--- config.mk ---
export PLATFORM = sky130hd
export DESIGN_NAME = huff_enc_ctrl_flat
export DESIGN_NICKNAME = d
export VERILOG_FILES = /design/src/rtl/huff_enc_ctrl_pkg.sv /design/src/rtl/huff_enc_ctrl_if.sv /design/src/rtl/huff_enc_ctrl_code_table.sv /design/src/rtl/huff_enc_ctrl.sv /design/src/flat_wrapper.sv
export SDC_FILE = /design/constraint.sdc
export NUM_CORES = 2
export LEC_CHECK = 0
export CAP_MARGIN = 20
export CORE_AREA = 2 2 606 608
export CTS_BUF_LIST = sky130_fd_sc_hd__clkbuf_8
export CTS_CLUSTER_DIAMETER = 100
export DETAILED_ROUTE_END_ITERATION = 8
export DIE_AREA = 0 0 608 610
export PLACE_DENSITY_LB_ADDON = 0.25
export SYNTH_ARGS = -nofsm -noshare
export SYNTH_HDL_FRONTEND = slang
export SYNTH_SLANG_ARGS = --single-unit
--- constraint.sdc ---
create_clock -name clk -period 50.1 [get_ports clk]
set_input_delay 5.01 -clock clk [delete_from_list [all_inputs] [get_ports clk]]
set_output_delay 5.01 -clock clk [all_outputs]
set_load 0.02 [all_outputs]
--- src/rtl/huff_enc_ctrl_pkg.sv ---
// Shared constants, state encodings and payload types for the Huffman encoder controller.
package huff_enc_ctrl_pkg;

    localparam int unsigned MAX_STRING_LENGTH = 32;
    localparam int unsigned MAX_OUTPUT_SIZE   = 16;
    localparam int unsigned CHAR_W            = 7;
    localparam int unsigned ST_W              = 3;

    localparam logic [ST_W-1:0] ST_IDLE   = 3'd0;
    localparam logic [ST_W-1:0] ST_LOAD   = 3'd1;
    localparam logic [ST_W-1:0] ST_RUN    = 3'd2;
    localparam logic [ST_W-1:0] ST_SETTLE = 3'd3;
    localparam logic [ST_W-1:0] ST_DRAIN  = 3'd4;

    typedef struct packed {
        logic [CHAR_W-1:0]          ch;
        logic [MAX_OUTPUT_SIZE-1:0] value;
        logic [MAX_OUTPUT_SIZE-1:0] mask;
    } code_entry_t;

    typedef struct packed {
        logic                                   leaf;
        logic [CHAR_W-1:0]                      ch;
        logic [$clog2(MAX_STRING_LENGTH+1)-1:0] freq;
    } node_t;

endpackage

--- src/rtl/huff_enc_ctrl_if.sv ---
// Character-in / code-entry-out handshake bundle for the encoder controller.
interface huff_enc_ctrl_if #(
    parameter int unsigned OUT_W = 16
);
    logic             in_valid;
    logic             in_ready;
    logic [6:0]       in_char;
    logic             in_last;
    logic             out_valid;
    logic             out_ready;
    logic [6:0]       out_char;
    logic [OUT_W-1:0] out_value;
    logic [OUT_W-1:0] out_mask;
    logic             out_last;

    modport slave (
        input  in_valid, in_char, in_last, out_ready,
        output in_ready, out_valid, out_char, out_value, out_mask, out_last
    );

    modport master (
        output in_valid, in_char, in_last, out_ready,
        input  in_ready, out_valid, out_char, out_value, out_mask, out_last
    );
endinterface

--- src/rtl/huff_enc_ctrl_code_table.sv ---
// Snapshot of the encoder code table with a registered indexed read port for draining.
module huff_enc_ctrl_code_table
    import huff_enc_ctrl_pkg::*;
#(
    parameter int unsigned MAX_LEN = MAX_STRING_LENGTH,
    parameter int unsigned OUT_W   = MAX_OUTPUT_SIZE,
    parameter int unsigned IDX_W   = 6
) (
    input  logic                             clk,
    input  logic                             reset,
    input  logic                             ld,
    input  logic                             degen,
    input  logic [CHAR_W-1:0]                fill_char,
    input  logic [MAX_LEN-1:0][CHAR_W-1:0]   ld_char,
    input  logic [MAX_LEN-1:0][OUT_W-1:0]    ld_value,
    input  logic [MAX_LEN-1:0][OUT_W-1:0]    ld_mask,
    input  logic                             rd_en,
    input  logic [IDX_W-1:0]                 rd_idx,
    output logic [CHAR_W-1:0]                rd_char,
    output logic [OUT_W-1:0]                 rd_value,
    output logic [OUT_W-1:0]                 rd_mask
);

    logic [MAX_LEN-1:0][CHAR_W-1:0] tab_char;
    logic [MAX_LEN-1:0][OUT_W-1:0]  tab_value;
    logic [MAX_LEN-1:0][OUT_W-1:0]  tab_mask;
    logic [CHAR_W-1:0]              sel_char;
    logic [OUT_W-1:0]               sel_value;
    logic [OUT_W-1:0]               sel_mask;

    // Indexed read of the stored table
    always_comb begin
        sel_char  = '0;
        sel_value = '0;
        sel_mask  = '0;
        for (int i = 0; i < MAX_LEN; i++) begin
            if (IDX_W'(i) == rd_idx) begin
                sel_char  = tab_char[i];
                sel_value = tab_value[i];
                sel_mask  = tab_mask[i];
            end
        end
    end

    // Capture the whole table; a degenerate table becomes one zero-length code for the fill char
    always_ff @(posedge clk) begin
        if (ld) begin
            tab_char  <= ld_char;
            tab_value <= ld_value;
            tab_mask  <= ld_mask;
            if (degen) begin
                tab_char[0]  <= fill_char;
                tab_value[0] <= '0;
                tab_mask[0]  <= '0;
            end
        end
    end

    // Output entry register: loads entry 0 straight from the snapshot source, then follows rd_idx
    always_ff @(posedge clk) begin
        if (reset) begin
            rd_char  <= '0;
            rd_value <= '0;
            rd_mask  <= '0;
        end else if (ld) begin
            rd_char  <= degen ? fill_char : ld_char[0];
            rd_value <= degen ? '0 : ld_value[0];
            rd_mask  <= degen ? '0 : ld_mask[0];
        end else if (rd_en) begin
            rd_char  <= sel_char;
            rd_value <= sel_value;
            rd_mask  <= sel_mask;
        end
    end

endmodule

--- src/rtl/huff_enc_ctrl.sv ---
// Self-timed sequencer: buffers a string, runs the Huffman encoder, then streams its code table.
module huff_enc_ctrl
    import huff_enc_ctrl_pkg::*;
#(
    parameter int unsigned MAX_LEN    = MAX_STRING_LENGTH,
    parameter int unsigned OUT_W      = MAX_OUTPUT_SIZE,
    parameter int unsigned RUN_CYCLES = 8,
    parameter int unsigned SETTLE     = 2
) (
    input  logic                                clk,
    input  logic                                reset,
    huff_enc_ctrl_if.slave                      ifc,
    output logic [MAX_LEN-1:0][CHAR_W-1:0]      enc_data,
    output logic                                enc_data_en,
    input  logic [$clog2(MAX_LEN+1)-1:0]        enc_unique,
    input  logic [MAX_LEN-1:0][CHAR_W-1:0]      enc_char,
    input  logic [MAX_LEN-1:0][OUT_W-1:0]       enc_value,
    input  logic [MAX_LEN-1:0][OUT_W-1:0]       enc_mask,
    output logic                                busy,
    output logic                                err_overflow
);

    localparam int unsigned LEN_W   = $clog2(MAX_LEN + 1);
    localparam int unsigned CYC_MAX = (RUN_CYCLES > SETTLE) ? RUN_CYCLES : SETTLE;
    localparam int unsigned CYC_W   = $clog2(CYC_MAX + 1);

    logic [ST_W-1:0]                state, state_nx;
    logic [LEN_W-1:0]               len, len_nx;
    logic [LEN_W-1:0]               idx, idx_nx;
    logic [LEN_W-1:0]               cnt_n, cnt_n_nx;
    logic [CYC_W-1:0]               cyc, cyc_nx;
    logic                           discard, discard_nx;
    logic [MAX_LEN-1:0][CHAR_W-1:0] data_nx;
    logic                           ovf_nx;
    logic                           snap;
    logic                           rd_en;
    logic [LEN_W-1:0]               rd_idx;
    logic                           xfer;
    logic                           degen;
    logic                           out_last_nx;
    logic [CHAR_W-1:0]              tab_char;
    logic [OUT_W-1:0]               tab_value;
    logic [OUT_W-1:0]               tab_mask;

    assign xfer  = ifc.in_valid & ifc.in_ready;
    assign degen = (enc_unique <= LEN_W'(1));

    // Next-state, buffer and counter logic
    always_comb begin
        state_nx   = state;
        len_nx     = len;
        data_nx    = enc_data;
        discard_nx = discard;
        cyc_nx     = cyc;
        idx_nx     = idx;
        cnt_n_nx   = cnt_n;
        ovf_nx     = 1'b0;
        snap       = 1'b0;
        rd_en      = 1'b0;
        rd_idx     = idx;

        if (xfer && discard && ifc.in_last) begin
            discard_nx = 1'b0;
        end

        case (state)
            ST_IDLE, ST_LOAD: begin
                if (xfer && !discard) begin
                    for (int i = 0; i < MAX_LEN; i++) begin
                        if (LEN_W'(i) == len) begin
                            data_nx[i] = ifc.in_char;
                        end
                    end
                    len_nx = len + LEN_W'(1);
                    if (ifc.in_last) begin
                        state_nx = ST_RUN;
                        cyc_nx   = '0;
                    end else if (len == LEN_W'(MAX_LEN - 1)) begin
                        state_nx   = ST_RUN;
                        cyc_nx     = '0;
                        discard_nx = 1'b1;
                        ovf_nx     = 1'b1;
                    end else begin
                        state_nx = ST_LOAD;
                    end
                end
            end
            ST_RUN: begin
                if (cyc == CYC_W'(RUN_CYCLES - 1)) begin
                    state_nx = ST_SETTLE;
                    cyc_nx   = '0;
                end else begin
                    cyc_nx = cyc + CYC_W'(1);
                end
            end
            ST_SETTLE: begin
                if (cyc == CYC_W'(SETTLE - 1)) begin
                    state_nx = ST_DRAIN;
                    snap     = 1'b1;
                    idx_nx   = '0;
                    cnt_n_nx = degen ? LEN_W'(1) : enc_unique;
                end else begin
                    cyc_nx = cyc + CYC_W'(1);
                end
            end
            ST_DRAIN: begin
                if (ifc.out_valid && ifc.out_ready) begin
                    if (ifc.out_last) begin
                        state_nx = ST_IDLE;
                        len_nx   = '0;
                        data_nx  = '0;
                    end else begin
                        idx_nx = idx + LEN_W'(1);
                        rd_en  = 1'b1;
                        rd_idx = idx + LEN_W'(1);
                    end
                end
            end
            default: begin
                state_nx = ST_IDLE;
            end
        endcase

        out_last_nx = (state_nx == ST_DRAIN) && (idx_nx == cnt_n_nx - LEN_W'(1));
    end

    // State, counters and registered outputs
    always_ff @(posedge clk) begin
        if (reset) begin
            state         <= ST_IDLE;
            len           <= '0;
            idx           <= '0;
            cnt_n         <= '0;
            cyc           <= '0;
            discard       <= 1'b0;
            enc_data      <= '0;
            ifc.in_ready  <= 1'b1;
            enc_data_en   <= 1'b0;
            ifc.out_valid <= 1'b0;
            ifc.out_last  <= 1'b0;
            busy          <= 1'b0;
            err_overflow  <= 1'b0;
        end else begin
            state         <= state_nx;
            len           <= len_nx;
            idx           <= idx_nx;
            cnt_n         <= cnt_n_nx;
            cyc           <= cyc_nx;
            discard       <= discard_nx;
            enc_data      <= data_nx;
            ifc.in_ready  <= (state_nx == ST_IDLE) || (state_nx == ST_LOAD) || discard_nx;
            enc_data_en   <= (state_nx == ST_RUN);
            ifc.out_valid <= (state_nx == ST_DRAIN);
            ifc.out_last  <= out_last_nx;
            busy          <= (state_nx != ST_IDLE);
            err_overflow  <= ovf_nx;
        end
    end

    huff_enc_ctrl_code_table #(
        .MAX_LEN (MAX_LEN),
        .OUT_W   (OUT_W),
        .IDX_W   (LEN_W)
    ) u_code_table (
        .clk       (clk),
        .reset     (reset),
        .ld        (snap),
        .degen     (degen),
        .fill_char (enc_data[0]),
        .ld_char   (enc_char),
        .ld_value  (enc_value),
        .ld_mask   (enc_mask),
        .rd_en     (rd_en),
        .rd_idx    (rd_idx),
        .rd_char   (tab_char),
        .rd_value  (tab_value),
        .rd_mask   (tab_mask)
    );

    assign ifc.out_char  = tab_char;
    assign ifc.out_value = tab_value;
    assign ifc.out_mask  = tab_mask;

endmodule
--- src/flat_wrapper.sv ---
// flat-port wrapper written by rule: the top's interface ports become plain ports
module huff_enc_ctrl_flat import huff_enc_ctrl_pkg::*;
#(
    parameter int unsigned MAX_LEN    = MAX_STRING_LENGTH,
    parameter int unsigned OUT_W      = MAX_OUTPUT_SIZE,
    parameter int unsigned RUN_CYCLES = 8,
    parameter int unsigned SETTLE     = 2
)
  (clk, reset, enc_data, enc_data_en, enc_unique, enc_char, enc_value, enc_mask, busy, err_overflow, ifc_in_valid, ifc_in_char, ifc_in_last, ifc_out_ready, ifc_in_ready, ifc_out_valid, ifc_out_char, ifc_out_value, ifc_out_mask, ifc_out_last);
  huff_enc_ctrl_if #(.OUT_W(OUT_W)) ifc_i ();
  input  logic clk;
  input  logic reset;
  output logic [MAX_LEN-1:0][CHAR_W-1:0] enc_data;
  output logic enc_data_en;
  input  logic [$clog2(MAX_LEN+1)-1:0] enc_unique;
  input  logic [MAX_LEN-1:0][CHAR_W-1:0] enc_char;
  input  logic [MAX_LEN-1:0][OUT_W-1:0] enc_value;
  input  logic [MAX_LEN-1:0][OUT_W-1:0] enc_mask;
  output logic busy;
  output logic err_overflow;
  input wire logic [$bits(ifc_i.in_valid)-1:0] ifc_in_valid;
  input wire logic [$bits(ifc_i.in_char)-1:0] ifc_in_char;
  input wire logic [$bits(ifc_i.in_last)-1:0] ifc_in_last;
  input wire logic [$bits(ifc_i.out_ready)-1:0] ifc_out_ready;
  output wire logic [$bits(ifc_i.in_ready)-1:0] ifc_in_ready;
  output wire logic [$bits(ifc_i.out_valid)-1:0] ifc_out_valid;
  output wire logic [$bits(ifc_i.out_char)-1:0] ifc_out_char;
  output wire logic [$bits(ifc_i.out_value)-1:0] ifc_out_value;
  output wire logic [$bits(ifc_i.out_mask)-1:0] ifc_out_mask;
  output wire logic [$bits(ifc_i.out_last)-1:0] ifc_out_last;
  assign ifc_i.in_valid = ifc_in_valid;
  assign ifc_i.in_char = ifc_in_char;
  assign ifc_i.in_last = ifc_in_last;
  assign ifc_i.out_ready = ifc_out_ready;
  assign ifc_in_ready = ifc_i.in_ready;
  assign ifc_out_valid = ifc_i.out_valid;
  assign ifc_out_char = ifc_i.out_char;
  assign ifc_out_value = ifc_i.out_value;
  assign ifc_out_mask = ifc_i.out_mask;
  assign ifc_out_last = ifc_i.out_last;
  huff_enc_ctrl #(.MAX_LEN(MAX_LEN), .OUT_W(OUT_W), .RUN_CYCLES(RUN_CYCLES), .SETTLE(SETTLE)) u_core (.clk(clk), .reset(reset), .ifc(ifc_i), .enc_data(enc_data), .enc_data_en(enc_data_en), .enc_unique(enc_unique), .enc_char(enc_char), .enc_value(enc_value), .enc_mask(enc_mask), .busy(busy), .err_overflow(err_overflow));
endmodule
# Word-level counts from Yosys, hierarchy flattened
# Index checks and enable logic that the tools add are counted.
# word_totals
regBits	1543
inputBits	1266
out_inout_bits	269
wordCells	491
# classes
add_sub_neg	4
magnitude_cmp	1
n_eq_ne	110
mux	178
bitwise	3
reduce_logical	52
# op_table
operator	count
$mux 16	70
$mux 224	3
$mux 7	67
$pmux 224 s2	1
$eq 5x6->1 const A	32
$reduce_and 5->1	32
$eq 4x6->1 const A	16
$ne 2x1->1 const B	35
$mux 6	10
$eq 3x6->1 const A	8
$eq 2x6->1 const A	4
$pmux 6 s2	2
$mux 4	5
$mux 3	6
$add 6x1->6 const B	2
$eq 1x6->1 const A	2
$logic_not 6->1	2
$pmux 3 s4	1
$pmux 4 s3	1
$mux 1	11
$eq 3x2->1 const B	3
$reduce_and 4->1	2
$eq 3x1->1 const B	2
$eq 3x3->1 const B	2
20 further kinds	29

# Logic depth before layout (Yosys ltp)
# logic_depth
word_depth	39
ltp_mapped	15
ltp_nobuf	11

# By module
# From an unflattened synthesis, not the netlist that was laid out.
# unflattened
hier_cells	4235
hier_area_um2	60683.2
# modules_own_cells
module	n_inst	cells_per_inst	area_each_um2	seq_area_each_um2
huff_enc_ctrl_code_table	1	3131	50377.1	38256.7
huff_enc_ctrl	1	1104	10306.1	5124.9

# Least setup slack after synthesis
# Ideal clock, no wire load.
# synth_timing
path_type	register to register
startpoint	register u_core.cyc[0]
endpoint	register u_core.u_code_table.tab_char[0] (netlist bit) (enable)
setup_ps	2093
t_arrival_ps	35207
required_time_ps	48007
path_slack_ps	12800
path_stages_with_launch	8
n_path_buf	3
synth_period_minus_slack_ps	37300
path_cell_list	dfxtp_1 ha_1 nor4bb_1 nand2_1 inv_1 clkbuf_1 clkbuf_1 buf_1
# synth_via
elab_chain_len	3
# synth_lines
item	line	text
start, declared	huff_enc_ctrl.sv:31	logic [CYC_W-1:0] cyc, cyc_nx;
start signal, assigned	huff_enc_ctrl.sv:148	cyc <= cyc_nx;
$eq 4x1->1	huff_enc_ctrl.sv:97	if (cyc == CYC_W'(SETTLE - 1)) begin
$mux 1	huff_enc_ctrl.sv:97	
$mux 1	huff_enc_ctrl.sv:66	case (state)
net u_core.snap	huff_enc_ctrl.sv:35	logic snap;
end signal, assigned	huff_enc_ctrl_code_table.sv:48	tab_char <= ld_char;
end, declared	huff_enc_ctrl_code_table.sv:24	logic [MAX_LEN-1:0][CHAR_W-1:0] tab_char;
# The timed path passes the listed nets, and every way through them passes these cells.
# A chain may end at the register's enable or synchronous reset.

# Final worst setup path
# layout_timing
startpoint	input ifc_out_ready
endpoint	register u_core.u_code_table.rd_char[4]
# layout_via
elab_chain_len	38
elab_cells_between_ends	72
cone_classes	31 x eq/ne; 38 x mux; 3 x reduce/logical
# layout_lines
item	line	text
start, declared	flat_wrapper.sv:24	input wire logic [$bits(ifc_i.out_ready)-1:0] ifc_out_ready;
$logic_and 1x1->1 (*)	huff_enc_ctrl.sv:107	if (ifc.out_valid && ifc.out_ready) begin
$mux 6	huff_enc_ctrl.sv:107	
$mux 6	huff_enc_ctrl.sv:66	
$logic_not 6->1	huff_enc_ctrl_code_table.sv:37	if (IDX_W'(i) == rd_idx) begin
$mux 7 (32 in series)	huff_enc_ctrl_code_table.sv:37	
$mux 7	huff_enc_ctrl_code_table.sv:69	end else if (rd_en) begin
$mux 7	huff_enc_ctrl_code_table.sv:65	end else if (ld) begin
end signal, assigned	huff_enc_ctrl_code_table.sv:66	rd_char <= degen ? fill_char : ld_char[0];
end signal, assigned	huff_enc_ctrl_code_table.sv:70	rd_char <= sel_char;
end, declared	huff_enc_ctrl_code_table.sv:19	output logic [CHAR_W-1:0] rd_char,
# Mark *: on every way between the ends. The rest lies on a longest branch, timed or not. The select of a mux whose other input is x is not followed.

==> results.md <==
- Status: completed
- Later-pin clock latency in the skew report: 1.08 ns
- Final net count: 7262
- Layout filler cell count: 38308
- Initial antenna violation count: 439
- Fmax: 0.0978 GHz
- Hpwl dp: 370000 um
- WS Path Type: in2reg
- Critical Path RT: 51.00 ns
- Root Buffer: clkbuf_8
- Placed Area: 82300 um^2
- Period utilization: 20.4%
- #FFs+latches synth: 1543
- Syn-to-layout area delta: 47.3%
- Vias per cell: 4.54
- Main flop type after synthesis: edfxtp_1
- Avg Synthesized Cell Area: 14.3 um^2
- CTS buffer count: 309
- # IOs: 1535
- Post-synth EDFFs: 1248
- Syn Inst Count: 4212
- Top delay family on crit path: compound AO/OA/AOI/OAI gates
- Headroom to the max-slew limit: 4.96%
- Unique masters post-synth: 104
- Vias: 50588
- Max Cap Viol: 0
- Final Max Tran Viols: 0
- Core area: 364000 um^2
- Number of gates resized after CTS: 0
- Clk slew on worst S/H paths: 0.06 ns
- Most numerous cell in the Yosys netlist: edfxtp_1
- Slowest CP cell: clkdlybuf4s50_1
- I/O Buffers: 1534
- First-pass GRT wire length: 563000 um
- Max IR drop VDD: 0.0000176 V
- Most instantiated cells after synthesis: edfxtp_1, nor2_1, dfxtp_1, mux2i_1, nand2_1
- Synth Cell Area: 60200 um^2
- Power Total: 2910 uW
- Pin count of the biggest net entering global routing: 192
- Die H: 610 um
- Hold Fails Final Rpt: 0
- Initial Utilization: 16.5%
- DR DRC count: 0
- Most used cell, CP: o221ai_1
- Wirelength per Cell: 41.2 um
- # rows: 222
- DRT antenna net count: 0
- Share of layout cells above drive strength 1: 12.1%
- Min Tclk post-route: 10.22 ns
- Leakage power total: 0.0290 uW
- Die area: 371000 um^2
- Worst EP arrival: 11.12 ns
- DR iter-0 viols: 6009
- Setup Skew: 0.106 ns
- Largest stage delay on the critical path: 0.79 ns
- Least-Margin Pin Slew: 1.43 ns
- Synth top area cells: edfxtp_1, dfxtp_1, mux2i_1
- Die Wd: 608 um
- Finished Cell Area: 88600 um^2
- Final WL: 459000 um
- Syn Nets: 5486
- Synth top area share: 62.3%
- Synth area leader: edfxtp_1
- Final worst slack: 39.88 ns
- Post-CTS setup buffers: 0
- Worst setup EP type: flop
- RSZ-0062 raised after global routing: false
- Pwr dens: 32.8 nW/um^2
- Iteration count of the initial detailed-routing pass: 8
- H-tree depth: 5
- Number of buffers and inverters on the critical path: 2
- Worst setup SP type: input port
- Gr usage total: 23.7%
- Critical path, cell by cell: clkdlybuf4s50_1 -> and3b_1 -> nand4_1 -> nand2_2 -> buf_4 -> o211ai_2 -> o221ai_1 -> or3_1 -> o221ai_1 -> a311oi_1 -> o31ai_1
- GRT overflow: 0
- # setup viols final: 0
- Post-Place Worst Slack: 38.88 ns
- Fin Setup TNS: 0 ns
- Longest Clk Path Bufs: 4
- Vias in the first global route: 49037
- Sequential area share after synthesis: 72.1%
- Global placer's final weighted congestion: 0.938
- Post-synthesis async set-or-reset flop share: 0%
- CP Max Fanout: 31
- Hold-fix buffers, CTS: 0
- # clock sinks: 1543
- Yosys warns: 0
- Hold Path Class: reg2reg
- CTS tree: built
-- where the power goes --
group	internal (uW)	switching [uW]	leakage [uW]	total (uW)
combinational	123	86.8	0.0122	210
clock	661	633	0.00327	1290
sequential	1400	8.39	0.0136	1410
total	2180	728	0.0290	2910
-- state kept, by name, indices dropped and copies added, names as in the netlist --
| signal | count |
|---|---|
| u_core.u_code_table.tab_mask | 512 |
| u_core.u_code_table.tab_value | 512 |
| u_core.enc_data | 224 |
| u_core.u_code_table.tab_char | 224 |
| u_core.u_code_table.rd_mask | 16 |
| u_core.u_code_table.rd_value | 16 |
| u_core.u_code_table.rd_char | 7 |
| u_core.cnt_n | 6 |
| u_core.idx | 6 |
| u_core.len | 6 |
| u_core.cyc | 4 |
| u_core.state | 3 |
| u_core.busy | 1 |
| u_core.discard | 1 |
| u_core.enc_data_en | 1 |
| u_core.err_overflow | 1 |
| u_core.ifc.in_ready | 1 |
| u_core.ifc.out_last | 1 |
| u_core.ifc.out_valid | 1 |
-- layer usage --
metal / share of wire, % / up-vias / wire [um] / GRT usage (%)
met5: 0.26 / - / 1210 / 0
met4: 5.2 / 188 / 23600 / 10.9
met3: 10 / 979 / 45900 / 8.77
met2: 46 / 3316 / 212000 / 38.3
met1: 38 / 25674 / 177000 / 28.0
li1: - / 20431 / - / -
-- area by class of cell --
type	instances	area (um^2)	area share (%)
Sequential cell	1543	43400	49.0
Timing Repair Buffer	1734	17000	19.2
Multi-Input combinational cell	2374	15900	18.0
Tap cell	4816	6030	6.80
Clock buffer	332	4570	5.16
Clock inverter	206	1250	1.41
Antenna cell	124	310	0.350
Inverter	26	105	0.119
-- cell usage in the layout (no fill, tap or decap), types with 29 or more instances in the layout --
cell type        instances
nand2_1                200
a222oi_1                36
o22ai_1                157
and2_1                  34
a21oi_1                135
inv_1                  100
clkdlybuf4s50_1       1533
nand3_1                 73
clkbuf_8               332
a221oi_1                81
o21ai_1                 31
a22oi_1                104
diode_2                124
o21ai_0                163
clkinv_1                53
dfxtp_1                294
clkinv_2                41
edfxtp_1              1248
o221ai_1                39
buf_4                  175
o211ai_1                33
a211oi_1                29
nand4_1                 35
mux2i_1                274
nor3_1                  63
nor2_1                 402
-- logic make-up after synthesis --
logic type / count (synthesis) / share of synthesized area (%)
compound gates: 1084 / 12.9
xor+xnor: 18 / 0.262
fa+ha+maj: 8 / 0.166
buf+inv: 295 / 2.10
flops: 1543 / 72.1
mux: 285 / 4.79
simple gates: 979 / 7.68
-- final timing paths --
check	startpoint	endpoint	slack (ns)	cells after the start
max	ifc_out_ready	u_core.u_code_table.rd_char[4]	39.88	11
max reg2reg	u_core.idx[0]	u_core.u_code_table.rd_char[4]	43.61	11
min	u_core.enc_data[59]	u_core.enc_data[59]	0.49	2
min reg2reg	u_core.enc_data[59]	u_core.enc_data[59]	0.49	2
-- worst reg2reg max path, cell delays in order (launching register included) --
cell      delay, ns
dfxtp_4        0.76
ha_1           0.53
clkinv_1       0.45
nor4_2         0.71
nor2_4         0.23
buf_4          0.34
nand3_1        0.63
nand2_1        0.20
nor2_1         0.84
o221ai_1       0.75
a311oi_1       0.80
o31ai_1        0.12
-- stage by stage --
stage	std cells	hold WS, ns	utilization, %
2_1_floorplan	4212	0.477	-
3_3_place_gp	10452	0.474	22.5
3_5_place_dp	10480	0.478	22.6
4_1_cts	11018	0.494	24.2
5_1_grt	11108	0.514	24.3
6_report	11155	0.491	24.3
Note: power is estimated with default switching activity, not from simulation.
